$ cat src/rtl/cordic_voice_sched.sv
// Time-multiplexes one CORDIC sine core across NUM_VOICES oscillators, one sample per enabled voice per frame.
// Phase is held in [-pi/2, pi/2] and folded with a negate flag so the core only ever sees a quarter-wave-safe angle.
module cordic_voice_sched #(
  parameter int NUM_VOICES = 8,
  parameter int VW         = $clog2(NUM_VOICES)
) (
  input  logic                  clk,
  input  logic                  rst,
  input  logic                  sample_tick,
  input  logic [NUM_VOICES-1:0] voice_en,
  input  logic                  cfg_we,
  input  logic [VW-1:0]         cfg_voice,
  input  logic [29:0]           cfg_delta,
  output logic [23:0]           cordic_angle,
  output logic                  cordic_start,
  input  logic                  cordic_busy,
  input  logic                  cordic_out_valid,
  input  logic [15:0]           cordic_out,
  output logic                  smp_valid,
  output logic [VW-1:0]         smp_voice,
  output logic [15:0]           smp_data,
  output logic                  frame_done,
  output logic                  overrun
);

  localparam logic [31:0] PI_HALF = 32'h3243F6A8;
  localparam logic [31:0] PI      = 32'h6487ED51;

  typedef enum logic [2:0] {IDLE, SCAN, ISSUE, WAIT, EMIT} state_t;

  state_t                  state;
  logic [VW-1:0]           v;
  logic [31:0]             phase [NUM_VOICES];
  logic [NUM_VOICES-1:0]   neg;
  logic [29:0]             delta [NUM_VOICES];

  logic [31:0] cur_phase;
  logic [31:0] t_sum;
  logic        fold;
  logic        last;

  always_comb begin
    cur_phase = phase[v];
    t_sum     = cur_phase + {2'b00, delta[v]};
    fold      = !t_sum[31] && (t_sum > PI_HALF);
    last      = (v == VW'(NUM_VOICES - 1));
  end

  // Start is decoded from state so it tracks busy in the same cycle.
  assign cordic_start = (state == ISSUE) && !cordic_busy && !rst;

  always_ff @(posedge clk) begin
    if (rst) begin
      for (int i = 0; i < NUM_VOICES; i++) delta[i] <= '0;
    end else if (cfg_we) begin
      delta[cfg_voice] <= cfg_delta;
    end
  end

  always_ff @(posedge clk) begin
    if (rst) begin
      state        <= IDLE;
      v            <= '0;
      neg          <= '0;
      cordic_angle <= '0;
      smp_valid    <= 1'b0;
      smp_voice    <= '0;
      smp_data     <= '0;
      frame_done   <= 1'b0;
      overrun      <= 1'b0;
      for (int i = 0; i < NUM_VOICES; i++) phase[i] <= '0;
    end else begin
      smp_valid  <= 1'b0;
      frame_done <= 1'b0;
      // The frame_done cycle still belongs to the finishing frame.
      if (sample_tick && (state != IDLE || frame_done)) overrun <= 1'b1;
      case (state)
        IDLE: begin
          if (sample_tick && !frame_done) begin
            state <= SCAN;
            v     <= '0;
          end
        end
        SCAN: begin
          if (voice_en[v]) begin
            state        <= ISSUE;
            cordic_angle <= cur_phase[30:7];
          end else if (last) begin
            state      <= IDLE;
            frame_done <= 1'b1;
          end else begin
            v <= v + 1'b1;
          end
        end
        ISSUE: begin
          if (!cordic_busy) state <= WAIT;
        end
        WAIT: begin
          if (cordic_out_valid) begin
            state     <= EMIT;
            smp_valid <= 1'b1;
            smp_voice <= v;
            smp_data  <= neg[v] ? (~cordic_out + 16'd1) : cordic_out;
          end
        end
        EMIT: begin
          phase[v] <= fold ? (t_sum - PI) : t_sum;
          if (fold) neg[v] <= ~neg[v];
          if (last) begin
            state      <= IDLE;
            frame_done <= 1'b1;
          end else begin
            state <= SCAN;
            v     <= v + 1'b1;
          end
        end
        default: state <= IDLE;
      endcase
    end
  end

endmodule

$ cat config.mk
export PLATFORM = sky130hd
export DESIGN_NAME = cordic_voice_sched
export DESIGN_NICKNAME = d
export VERILOG_FILES = /design/src/rtl/cordic_voice_sched.sv
export SDC_FILE = /design/constraint.sdc
export NUM_CORES = 1
export LEC_CHECK = 0
export ABC_CLOCK_PERIOD_IN_PS = 7250
export CORE_MARGIN = 3
export CORE_UTILIZATION = 25
export CTS_BUF_LIST = sky130_fd_sc_hd__clkbuf_8
export DETAILED_ROUTE_END_ITERATION = 6
export PLACE_DENSITY = 0.41
export SLEW_MARGIN = 5
export SYNTH_ARGS = -nofsm -noshare
export SYNTH_HDL_FRONTEND = slang
export SYNTH_SLANG_ARGS = --single-unit
$ cat constraint.sdc
create_clock -name clk -period 7.25 [get_ports clk]
set_input_delay 1.0875 -clock clk [delete_from_list [all_inputs] [get_ports clk]]
set_output_delay 1.0875 -clock clk [all_outputs]
set_load 0.01 [all_outputs]
# After elaboration in Yosys (flattened, before gate mapping)
# Memories as Yosys holds them, arrays and structs flattened. A register that Yosys moved wholly into a read port is not among the register bits.
# Index checks and enable logic that the tools add are counted.
[classes]
addsub = 4
magnitude_cmp = 3
n_eq_ne = 10
muxes = 42
n_bitwise = 3
reduce_logical = 22
[op_table]
columns = ["op", "n"]
rows = [
  ["$mux 32", 2],
  ["$mux 3", 14],
  ["$add 32x30->32", 1],
  ["$gt 32x30->1 const B", 1],
  ["$reduce_or 32->1", 1],
  ["$sub 32x31->32 const B", 1],
  ["$mux 30", 1],
  ["$reduce_or 30->1", 1],
  ["$mux 1", 17],
  ["$add 16x1->16 const B", 1],
  ["$mux 16", 1],
  ["$not 16->16", 1],
  ["$pmux 3 s5", 1],
  ["$pmux 3 s3", 1],
  ["$bwmux 8", 1],
  ["$ne 2x2->1 const B", 4],
  ["$bmux 1 s3", 2],
  ["$eq 3x2->1 const B", 2],
  ["$eq 3x3->1 const B", 2],
  ["$logic_and 1x1->1", 6],
  ["$reduce_and 2->1", 3],
  ["$reduce_bool 3->1", 2],
  ["$logic_not 1->1", 4],
  ["$lt 3x4->1 const B", 1],
  ["12 further kinds", 13],
]
[totals]
regBits = 60
ramBits = 496
input_bits = 63
output_inout_bits = 47
elab_cells = 95
n_memories = 2
[memory_table]
columns = ["memory", "words", "width", "read_ports", "rd_ports_with_merged_regs", "write_ports", "line", "rtl"]
rows = [
  ["phase", 8, 32, 1, 1, 8, "33", "logic [31:0] phase [NUM_VOICES];"],
  ["delta", 8, 30, 1, 1, 8, "35", "logic [29:0] delta [NUM_VOICES];"],
]

# Longest topological paths before layout
# Gate-level depths: netlist (run 1).
[logic_depth]
depth_word = 6
ltp_mapped = 21
depth_no_buf = 16

# Worst setup path before layout (run 1)
# OpenSTA, ideal clock, no wires.
[synth_timing]
kind = "flip-flop to flip-flop"
startpoint = "register (tool-made name)"
endpoint = "memory phase[0][18] (data pin)"
setup_ps = 271
arrival_time_ps = 6218
t_required_ps = 6979
path_slack_ps = 760
path_stages_with_launch = 22
path_buffers = 6
period_less_slack_ps = 6490
path_cell_list = "dfxtp_1 clkbuf_1 buf_1 clkbuf_1 buf_1 mux4_2 mux2_2 ha_1 fa_1 a211oi_2 o21ai_1 a22oi_1 mux2_2 nor2_2 and4b_1 and4bb_4 a211oi_4 a21oi_4 buf_4 buf_6 o21ai_4 a21oi_2"
[synth_lines]
columns = ["element", "line"]
rows = [
  ["to (decl)", "33"],
]

==> run summary, run 1 <==
The routed wirelength normalized by instance count came out at 23.8 um. In the final timing run, aggregate negative setup slack is 0 ps. The count of pins over their slew limit was 0. The remaining design rule violation count came out at 0. The wire length after detailed routing came out at 90300 um.

The final worst hold slack is 455 ps. The final layout contains between 2000 and 2500 nets. TritonCTS built the clock tree. The kind of capture point of the worst setup path is a register. The last weighted congestion value of the routability-driven placer came out at 0.783.

The reported max-cap violation count came out at 0. The standard-cell row count came out at between 100 and 150. The post-CTS repair timing setup buffer count is 0. The final antenna-violating net count is 0. The fraction of registers with async set or reset after synthesis is 0%. The actual transition at the worst max-transition pin is 1160 ps.

The tree is rooted in a clkbuf_8. The endpoint identified for the worst register-to-register timing path is phase[0][20]$_SDFFCE_PN0P_. The sink of the worst hold path is smp_voice[1]$_SDFFE_PP0P_. Setup repair after global routing left no endpoint under its margin. The worst-case IR drop observed on VDD is between 0.1 and 0.15 mV. The design draws 9.38 mW.

The number of violations reported at the end of detailed-routing iteration 0 came out at roughly 1500. The number of different library cells in the post-synthesis netlist came out at 93. The required time reported for the critical path endpoint is slightly below 8000 ps.

The synthesis-to-finish area growth came out at 17.6%. Yosys attributes the largest share of cell area to edfxtp_1 (54%), mux4_2 (10%), and2_1 (5.7%). The longest individual stage delay on the worst path came out at between 600 and 700 ps. In the synthesized netlist, the number of instances is 2095. The number of top-level pins came out at 110. The share of the cycle needed by the critical path after routing is 92.0%. In the routed layout, each cell is associated on average with a via count of 4.83. The global-route wire length before repair is 132000 um.

The level count of the clock H-tree is 3. The launch point of the worst hold path is smp_voice[1]$_SDFFE_PP0P_. The warning count from the yosys run came out at 0.

The tightest min-delay check is of the reg -> reg type. The placeable core region is 110000 um2. For this block, the via count after detailed routing is 18300. The ratio of cells with drive above 1 in the final layout came out at 21.3%. The global-route usage over all layers is 15.4%. The number of clock buffers inserted by TritonCTS came out at 102. The largest area contributor in the netlist is edfxtp_1. The final global-route overflow total came out at 0. The starting density of the core is 25.4%. The post-synth design cell area came out at 27800 um2. The number of enable-type register cells in the synthesized netlist is just under 500. The critical path goes through buf_4 > mux4_2 > mux2_2 > ha_1 > a211oi_1 > o21bai_1 > a211oi_1 > o21ai_1 > a221o_1 > xor2_1 > o211ai_1 > a21oi_1 > a21o_2 > nand4_1 > a21oi_1. The highest-delay cell along the critical path is a21o_2. The clock tree buffer depth is 3. Counting every sink on the clock net gives approximately 560.

The largest net degree at the start of global routing is 45. The via count of the first global-routing pass is 19300. STA classifies the critical path startpoint as a register. The synthesized area per cell is 13.3 um2.

The count of hold-fix buffers inserted at cts is 0. The final count of negative-setup-slack endpoints came out at 0. The total die area came out at 115000 um2. The flow ran to the end, and the final reports show no timing, DRC or antenna violations.

The worst path buffer plus inverter count came out at 1. The number of stages on the worst hold path came out at 2. The type of the worst setup path is reg -> reg. Measured along the y axis, the die boundary spans 339 um.

Timing would allow up to 150 MHz. The area share of the largest cell type after synthesis is 53.6%. Along the worst path, the maximum fanout reaches 24. At the later pin of the worst-skew pair, clock insertion delay measures 730 ps. The first detailed-routing pass ran for 5 iterations.

The time the final worst path needs with I/O delays and setup came out at roughly 6700 ps. In the synthesized netlist the dominant register cell turns out to be edfxtp_1. The final hold violation count came out at 0. The die span in x is 339 um. The core utilization of the finished layout came out at 29.8%. Post-CTS repair changed the size of 0 cells. Across the routed clock network, the largest skew measured is approximately 55 ps.

The headroom to the max-slew limit came out at 22.4%. The final design area excluding fillers came out at 32700 um2. Port buffering added 109 buffers.

The critical path depth is 15. Grouping stages by cell kind, the critical path spends the most delay in compound AO/OA/AOI/OAI gates. The standby leakage power is 10.9 nW.

Counting the fill cells in the layout gives 11200. The initial antenna violation count came out at 6. The post-CTS clock slew at the launch and capture registers of the worst setup and hold paths is 70 ps.

The total placed instance area is 30800 um2. When the netlist entered floorplanning its net count stood at 2193. The number of cell instances on the worst register-to-register path came out at 15.

The flip-flop and latch count after synthesis came out at approximately 560. Power spread over the standard cell area amounts to 287 nW/um2. The share of the Yosys chip area taken by registers is between 50% and 60%. The data arrival time of the worst path is 7230 ps.

The internal reg-to-reg setup slack is about 580 ps. Once detailed placement completed, the half-perimeter wirelength came to 56600 um.
-- report_power, final --
part	internal [mW]	switching, mW	leakage, nW
logic	0.904	1.94	4.37
clock network	1.45	1.37	1.12
registers	3.65	0.0640	5.45
total	6.01	3.37	10.9
-- cells in the final DEF (no fill, tap or decap), types with 14 or more instances in the layout --
master,instances
nand2_1,76
a21oi_2,28
buf_4,58
or3_1,31
a21oi_1,238
a211oi_1,18
dfxtp_1,60
xnor2_1,21
mux2i_1,26
inv_1,47
nor2_1,135
ha_1,34
o21ai_1,16
xor2_1,23
nor3_1,23
and2_1,251
mux2_2,62
nand4_1,14
nand3_1,26
clkinv_1,25
edfxtp_1,496
mux4_2,125
o21ai_0,32
clkbuf_8,112
clkdlybuf4s50_1,108
-- per-layer routing --
metal	up-vias	GRT usage, %	share of wire (%)
met4	2	4.21	2.0
met2	494	26.3	49
li1	8288	-	-
met3	117	3.27	5.3
met5	-	0	0.0089
met1	9396	19.8	43
-- final cells by class --
type	instances	area, um2	share of cell area, %
multi-input combinational	1383	11100	34.0
clock inverter	77	363	1.11
sequential	559	16200	49.5
tap	1476	1850	5.65
timing repair buffer	171	1620	4.95
clock buffer	112	1540	4.72
antenna	3	7.51	0.0230
inverter	9	33.8	0.103
-- synth_stat cells, drive strengths merged (4+ instances only) --
| cell | n |
|---|---|
| mux2 | 62 |
| nand2 | 84 |
| o31ai | 4 |
| a21o | 13 |
| xor2 | 24 |
| inv | 9 |
| o21bai | 5 |
| and4 | 4 |
| dfxtp | 63 |
| o21ai | 63 |
| a311oi | 5 |
| nor3 | 27 |
| nor3b | 5 |
| or2 | 12 |
| buf | 45 |
| o211ai | 12 |
| edfxtp | 496 |
| clkbuf | 99 |
| nand4 | 14 |
| a221o | 4 |
| a21oi | 268 |
| a22o | 4 |
| and3 | 10 |
| a22oi | 4 |
| mux4 | 125 |
| nor4 | 9 |
| nor2 | 138 |
| ha | 34 |
| or3 | 31 |
| or4 | 4 |
| mux2i | 26 |
| o21a | 7 |
| nand3 | 27 |
| and2 | 252 |
| a211oi | 22 |
| nand2b | 15 |
| nor2b | 4 |
| xnor2 | 22 |
-- sequential cells by signal (all words and copies together) (netlist names), named ones only --
register / flops
v: 3
frame_done: 1
phase: 256
smp_data: 16
cordic_angle: 24
smp_voice: 3
neg: 8
smp_valid: 1
state: 3
overrun: 1
delta: 240
-- worst max path at each step --
stage,end,startpoint,slack (ps)
3_3_place_gp,phase[0][20]$_SDFFCE_PN0P_,register,670
3_5_place_dp,phase[0][20]$_SDFFCE_PN0P_,register,630
5_1_grt,phase[5][20]$_SDFFCE_PN0P_,register,220
2_1_floorplan,phase[0][18]$_SDFFCE_PN0P_,register,760
4_1_cts,phase[0][20]$_SDFFCE_PN0P_,register,580
6_report,phase[0][20]$_SDFFCE_PN0P_,register,580
-- logic make-up after synthesis --
| group | after synthesis | share of synthesized area, % |
|---|---|---|
| compound gates | 444 | 10.3 |
| flops | 559 | 58.1 |
| fa+ha+maj | 35 | 1.60 |
| xor+xnor | 46 | 1.50 |
| simple gates | 645 | 12.6 |
| buf+inv | 153 | 2.27 |
| mux | 213 | 13.6 |
-- worst min-delay path, stage by stage, from the launching register on --
cell and delay, ps:
dfxtp_1 300, nand2_1 50, a21oi_1 50
-- stage by stage --
step	instances	setup WS (ps)
4_1_cts	3787	577
6_report	3790	577
3_5_place_dp	3598	631
2_1_floorplan	2095	760
5_1_grt	3788	225
3_3_place_gp	3598	667
(Power assumes the default switching activity.)
==> inputs of run 2 (changes only) <==
CTS_CLUSTER_DIAMETER = 50   (was default)
PLACE_DENSITY = 0.43   (was 0.41)
==> run 2 against run 1 <==
Effect of this change:
- clock skew is 12 ps lower
- sequential cell count stayed put
- via count grew 0.75%
- global-route usage down 0.22 points
- sequential power about the same
- cell count about the same
- die area did not move
- critical path type unchanged
==> run summary, run 2 (synthesis results as in run 1) <==
The number of clock buffers inserted by TritonCTS came out at 100 (-2.0%). The later-pin clock latency in the skew report is 720 ps (about the same). The data arrival time of the worst path is 6940 ps (-290 ps).

The count of hold-fix buffers inserted at cts is 0 (unchanged). The power density over cell area is 286 nW/um2 (-0.44%). The core utilization of the finished layout is 29.8% (-0.031 points). TritonCTS built the clock tree.

The number of top-level pins is 110 (unchanged). The final count of negative-setup-slack endpoints is 0 (unchanged). The post-CTS clock slew at the launch and capture registers of the worst setup and hold paths came out at 60 ps (about the same).

The internal reg-to-reg setup slack is 830 ps (+250 ps). The die height was 339 um (unchanged). The number of violations reported at the end of detailed-routing iteration 0 came out at 1385 (-4.9%). The count of pins over their slew limit is 0 (unchanged). The top cell types in the final layout, fill and taps aside, are edfxtp_1 (496), and2_1 (251), a21oi_1 (238), nor2_1 (135), mux4_2 (125). The final antenna-violating net count came out at 0 (unchanged). The count of TritonRoute iterations in the first routing pass is 5 (unchanged).

More flip-flops sit in one register than any other, and that register is phase. The post-cts resize count came out at 0 (unchanged). The required time reported for the critical path endpoint came out at 7770 ps (-40 ps). The largest registers in the layout are phase: 256 flops, delta: 240 flops, cordic_angle: 24 flops.

The headroom to the max-slew limit came to 21.1% (-1.3 points). The wire length after detailed routing is 89300 um (-1.1%). The standby leakage power is 10.9 nW (-0.21%). The number of nets in the layout came out at 2323 (-0.043%). By startpoint and endpoint, the worst setup path is classified as reg -> reg. The total die area was 115000 um2 (unchanged).

The count of clock tree sinks is 559 (unchanged). The share of the cycle needed by the critical path after routing was 88.5% (-3.5 points). The initial antenna violation count came out at 3 (-3).

The flow ran to the end, and the final reports show no timing, DRC or antenna violations. The die span in x came to 339 um (unchanged). The number of buffers added on ports is 109 (unchanged). The highest ir drop seen on vdd came to 0.123 mV (-4.1%). The ratio of cells with drive above 1 in the final layout came out at 20.9% (-0.36 points). The worst setup path is captured at a register. The largest net degree at the start of global routing was 46 (+2.2%). The post-CTS repair timing setup buffer count is 0 (unchanged). The final hold violation count is 0 (unchanged). The number of vias per cell came out at 4.87 (+0.83%). The tightest min-delay check is of the reg -> reg type.

The most common library cell in the layout ignoring fill and taps is edfxtp_1. The time the final worst path needs with I/O delays and setup was 6420 ps (-254 ps). The final global-route overflow total was 0 (unchanged). STA classifies the critical path startpoint as a register. The reported max-cap violation count came out at 0 (unchanged).

The routed wirelength normalized by instance count was 23.6 um (-1.1%). The placeable core region is 110000 um2 (unchanged). The standard-cell row count was 121 (unchanged). The remaining design rule violation count is 0 (unchanged). Setup repair after global routing left no endpoint under its margin. The global-route usage over all layers came out at 15.2% (-0.22 points). The starting density of the core is 25.4% (unchanged).

The detailed-route via count is 18400 (+0.75%). The final worst clock skew came out at 42.3 ps (-12.4 ps). The synthesis-to-finish area growth is 17.4%.

The clock tree buffer depth came to 3 (unchanged). The last weighted congestion value of the routability-driven placer came out at 0.845 (+7.9%). The clock tree root driver cell is clkbuf_8. The final worst hold slack is 456 ps (+0.137 ps). The detailed placer's ending HPWL is 56600 um (about the same). The flip-flop count of the largest register after layout is 256 (unchanged). The setup total negative slack came to 0 ps (unchanged).

The level count of the clock H-tree is 3 (unchanged). The actual transition at the worst max-transition pin came to 1170 ps (+9.94 ps). The global-route wire length before repair came to 131000 um (-0.99%). The via count of the first global-routing pass was 19100 (-0.77%).

The overall power after layout was 9.33 mW (-0.54%). The highest clock rate came to 156 MHz (+4.0%). The highest fanout seen on the critical path was 24 (unchanged).
run 2: changes by cell type in the layout (fill, tap and decap cells not counted), sizes merged:
cell / previous run / this run
buf: 63 / 64
inv: 48 / 49
bufinv: 1 / 2
clkbuf: 112 / 105
clkinvlp: 1 / 2
run 2: cell type report:
cell class | instances | area [um2]
diodes | 3 | 7.51
inverters | 9 | 33.8
multi-input cells | 1383 | 11100
fillers | 11200 | 77000
well taps | 1476 | 1850
flip-flops and latches | 559 | 16200
clock buffers | 105 | 1450
repair buffers | 172 | 1660
clock inverters | 80 | 388
run 2: final timing paths:
check        cells after the start                 startpoint                         end
max reg2reg                     15                   register  phase[2][20]$_SDFFCE_PN0P_
max                             15                   register  phase[2][20]$_SDFFCE_PN0P_
min reg2reg                      2  smp_voice[2]$_SDFFE_PP0P_   smp_voice[2]$_SDFFE_PP0P_
min                              2  smp_voice[2]$_SDFFE_PP0P_   smp_voice[2]$_SDFFE_PP0P_
run 2: metrics by stage:
| step | cell area (um2) | std cells | setup WS, ps |
|---|---|---|---|
| 6_report | 32600 | 3787 | 832 |
| 5_1_grt | 32600 | 3786 | 465 |
| 4_1_cts | 32600 | 3784 | 814 |
| 3_5_place_dp | 30800 | 3599 | 809 |
| 3_3_place_gp | 30800 | 3599 | 893 |
| 2_1_floorplan | 27800 | 2095 | 760 |
run 2: power breakdown:
part,switching [mW],internal [mW],total [mW],leakage (nW)
Sequential,0.0703,3.65,3.72,5.45
Clock,1.33,1.41,2.73,1.08
Combinational,1.95,0.922,2.87,4.38
run 2: critical path: stages, from the launching register on:
cell and delay [ps]:
dfxtp_4 690, buf_12 280, mux4_2 540, mux2_2 320
ha_1 540, nand4_1 250, a21oi_1 330, a211oi_1 150
o21ai_1 380, a221o_1 230, xor2_1 620, o211ai_1 230
a21oi_1 330, a21o_2 590, nand4_1 450, a21oi_1 280
run 2: layer usage:
metal,global-route usage (%),wire [um],up-vias
met5,0,13,-
met4,4.19,1920,2
met3,2.55,4160,125
met2,26.4,44800,495
met1,19.6,38400,9537
li1,-,-,8276
==> inputs of run 3 (changes only) <==
CTS_CLUSTER_SIZE = 14   (was default)
DONT_BUFFER_PORTS = 1   (was default)
PLACE_DENSITY = 0.41   (was 0.43)
==> run 3 against run 2 <==
Effect of this change:
- fmax up 1.2%
- cell area is 4.1% lower
- first-iteration DRC count decreased by 9.1%
- routed wire length shrank 0.54%
- via count is 4.3% lower
- non-clock buffer count down 115
- clock power barely moved
- cell count is 4.5% lower
==> run summary, run 3 (synthesis results as in run 1) <==
The final worst clock skew came out at 62.2 ps (+19.9 ps). The later-pin clock latency in the skew report came to 730 ps (about the same). The setup total negative slack came out at 0 ps (unchanged). The critical path is of the reg -> reg type. The actual transition at the worst max-transition pin is 1150 ps (-21.6 ps). The number of nets in the layout came to 2180 (-6.2%). The standard-cell row count is 121 (unchanged). The number of clock buffers inserted by TritonCTS is 72 (-28%). The post-CTS repair timing setup buffer count was 0 (unchanged). The largest registers in the layout are phase: 256 flops, delta: 240 flops, cordic_angle: 24 flops.

The die height came out at 339 um (unchanged). The level count of the clock H-tree is 3 (unchanged). The final count of negative-setup-slack endpoints is 0 (unchanged). The filler cell count in the final layout was 11200 (+0.60%).

The global-route usage over all layers is 15.1% (-0.16 points). The worst-case setup slack after placement is 982 ps (+174 ps). The total placed instance area came to 29700 um2 (-3.7%).

The worst path buffer plus inverter count is 2 (+1). The final design area excluding fillers came out at 31300 um2 (-4.1%). STA classifies the critical path endpoint as a register. Setup repair after global routing left no endpoint under its margin. The total area of sequential cells came out at 16200 um2 (unchanged). The count of TritonRoute iterations in the first routing pass was 5 (unchanged). The flip-flop count of the largest register after layout is 256 (unchanged). The last weighted congestion value of the routability-driven placer came out at 0.813 (-3.9%). The library cells used most frequently in the layout, excluding fill and tap cells, are edfxtp_1 (496), and2_1 (251), a21oi_1 (238), nor2_1 (135), mux4_2 (125). The setup slack of the critical path after layout is 910 ps (+78.2 ps).

The number of buffers added on ports came out at 0 (-100%). The final hold violation count is 0 (unchanged). The number of top-level pins was 110 (unchanged). The share of the cycle needed by the critical path after routing was 87.5% (-1.1 points). The wire length after detailed routing is 88800 um (-0.54%).

The power density over cell area is 294 nW/um2 (+2.7%). The routed wirelength normalized by instance count is 24.6 um (+4.1%). The via count of the first global-routing pass is 18200 (-5.1%).

The starting density of the core was 25.4% (unchanged). The startpoint identified for the worst hold timing path is rst. The reported max-cap violation count is 0 (unchanged). The highest ir drop seen on vdd came out at 0.137 mV (+11%). The clock tree buffer depth is 3 (unchanged). The clock tree root driver cell is clkbuf_8. The count of hold-fix buffers inserted at cts was 0 (unchanged).

The placeable core region came out at 110000 um2 (unchanged). The count of clock tree sinks came to 559 (unchanged). The nature of the critical path startpoint is a register.

The count of pins over their slew limit is 0 (unchanged). The standby leakage power came out at 10.3 nW (-5.9%). The critical path goes through buf_12 > mux4_2 > mux2_2 > ha_1 > a211oi_1 > o21bai_1 > a21oi_1 > o31ai_2 > xnor2_2 > nand3_2 > o311ai_1 > a21bo_4 > a21oi_4 > buf_12 > or3_1 > a21oi_1. The synthesis-to-finish area growth came out at 12.7%.

The remaining design rule violation count came out at 0 (unchanged). The run finished with clean final reports. The largest individual stage delay along the critical path comes from the cell dfxtp_4.

The required time reported for the critical path endpoint is 7640 ps (-130 ps). The largest register by flop count is phase. The data arrival time of the worst path is 6730 ps (-210 ps).

The highest clock rate came out at 158 MHz (+1.2%). The ratio of cells with drive above 1 in the final layout is 22.4% (+1.5 points). The total die area came out at 115000 um2 (unchanged). The detailed placer's ending HPWL came to 54600 um (-3.4%). The clock tree from TritonCTS is built. The most common library cell in the layout ignoring fill and taps is edfxtp_1.

The final global-route overflow total came to 0 (unchanged). The tightest min-delay check is of the in -> reg type. The number of violations reported at the end of detailed-routing iteration 0 came to 1259 (-9.1%). The detailed-route via count came out at 17600 (-4.3%). The area of combinational cells with multiple inputs came out at 11100 um2 (+0.18%). The internal reg-to-reg setup slack is 910 ps (+80 ps).

The time the final worst path needs with I/O delays and setup was 6340 ps (-78.2 ps). The die span in x was 339 um (unchanged). The largest net degree at the start of global routing is 82 (+78%). The global-route wire length before repair came out at 128000 um (-2.0%). The family with the most delay on the worst path is compound AO/OA/AOI/OAI gates.

The number of vias per cell is 4.88 (+0.17%). The headroom to the max-slew limit is 23.1% (+2.0 points). The longest individual stage delay on the worst path is 590 ps (-100 ps). The post-CTS clock slew at the launch and capture registers of the worst setup and hold paths came to 90 ps (+30 ps).

The initial antenna violation count is 2 (-1). The post-cts resize count was 0 (unchanged). The highest fanout seen on the critical path is 43 (+79%). The final antenna-violating net count is 0 (unchanged).
run 3: final timing paths:
check,to,cells past startpoint
min,smp_data[12]$_SDFFE_PP0P_,1
max reg2reg,phase[7][16]$_SDFFCE_PN0P_,16
max,phase[7][16]$_SDFFCE_PN0P_,16
min reg2reg,neg[3]$_SDFFE_PP0P_,2
run 3: through the flow:
step / utilization (%) / total power, mW / std cells / hold WS (ps)
2_1_floorplan: - / 5.69 / 2095 / 449
3_3_place_gp: 27.1 / 6.52 / 3484 / 453
3_5_place_dp: 27.1 / 6.53 / 3484 / 465
4_1_cts: 28.6 / 9.29 / 3617 / 356
5_1_grt: 28.6 / 9.63 / 3618 / 417
6_report: 28.6 / 9.19 / 3618 / 470
run 3: report_power, final:
group | internal [mW] | leakage, nW | switching, mW
logic | 0.870 | 3.97 | 1.87
registers | 3.64 | 5.45 | 0.0749
clock network | 1.33 | 0.853 | 1.41
total | 5.84 | 10.3 | 3.35
run 3: metal layers:
| metal | track usage [%] | share of wire, % | up-vias |
|---|---|---|---|
| met2 | 26.7 | 51 | 437 |
| met5 | 0 | 0.014 | - |
| li1 | - | - | 7982 |
| met3 | 2.69 | 4.6 | 128 |
| met1 | 18.6 | 42 | 9093 |
| met4 | 4.51 | 2.3 | 2 |
run 3: area by class of cell:
| class | instances | share of cell area, % |
|---|---|---|
| Tap cell | 1476 | 5.90 |
| Timing Repair Buffer | 57 | 1.57 |
| Sequential cell | 559 | 51.6 |
| Clock buffer | 75 | 3.30 |
| Multi-Input combinational cell | 1383 | 35.5 |
| Clock inverter | 58 | 2.02 |
| Antenna cell | 1 | 0.00799 |
| Inverter | 9 | 0.108 |
run 3: worst reg2reg max path: cells and delay by family, from the launching register on:
family	cells	cell delay [ps]
AOI/OAI and AO/OA	8	2420
muxes	2	910
buffers and inverters	2	630
DFF	1	590
and+or+nand+nor	2	570
adders and majority gates	1	440
xor gates and xnor gates	1	440
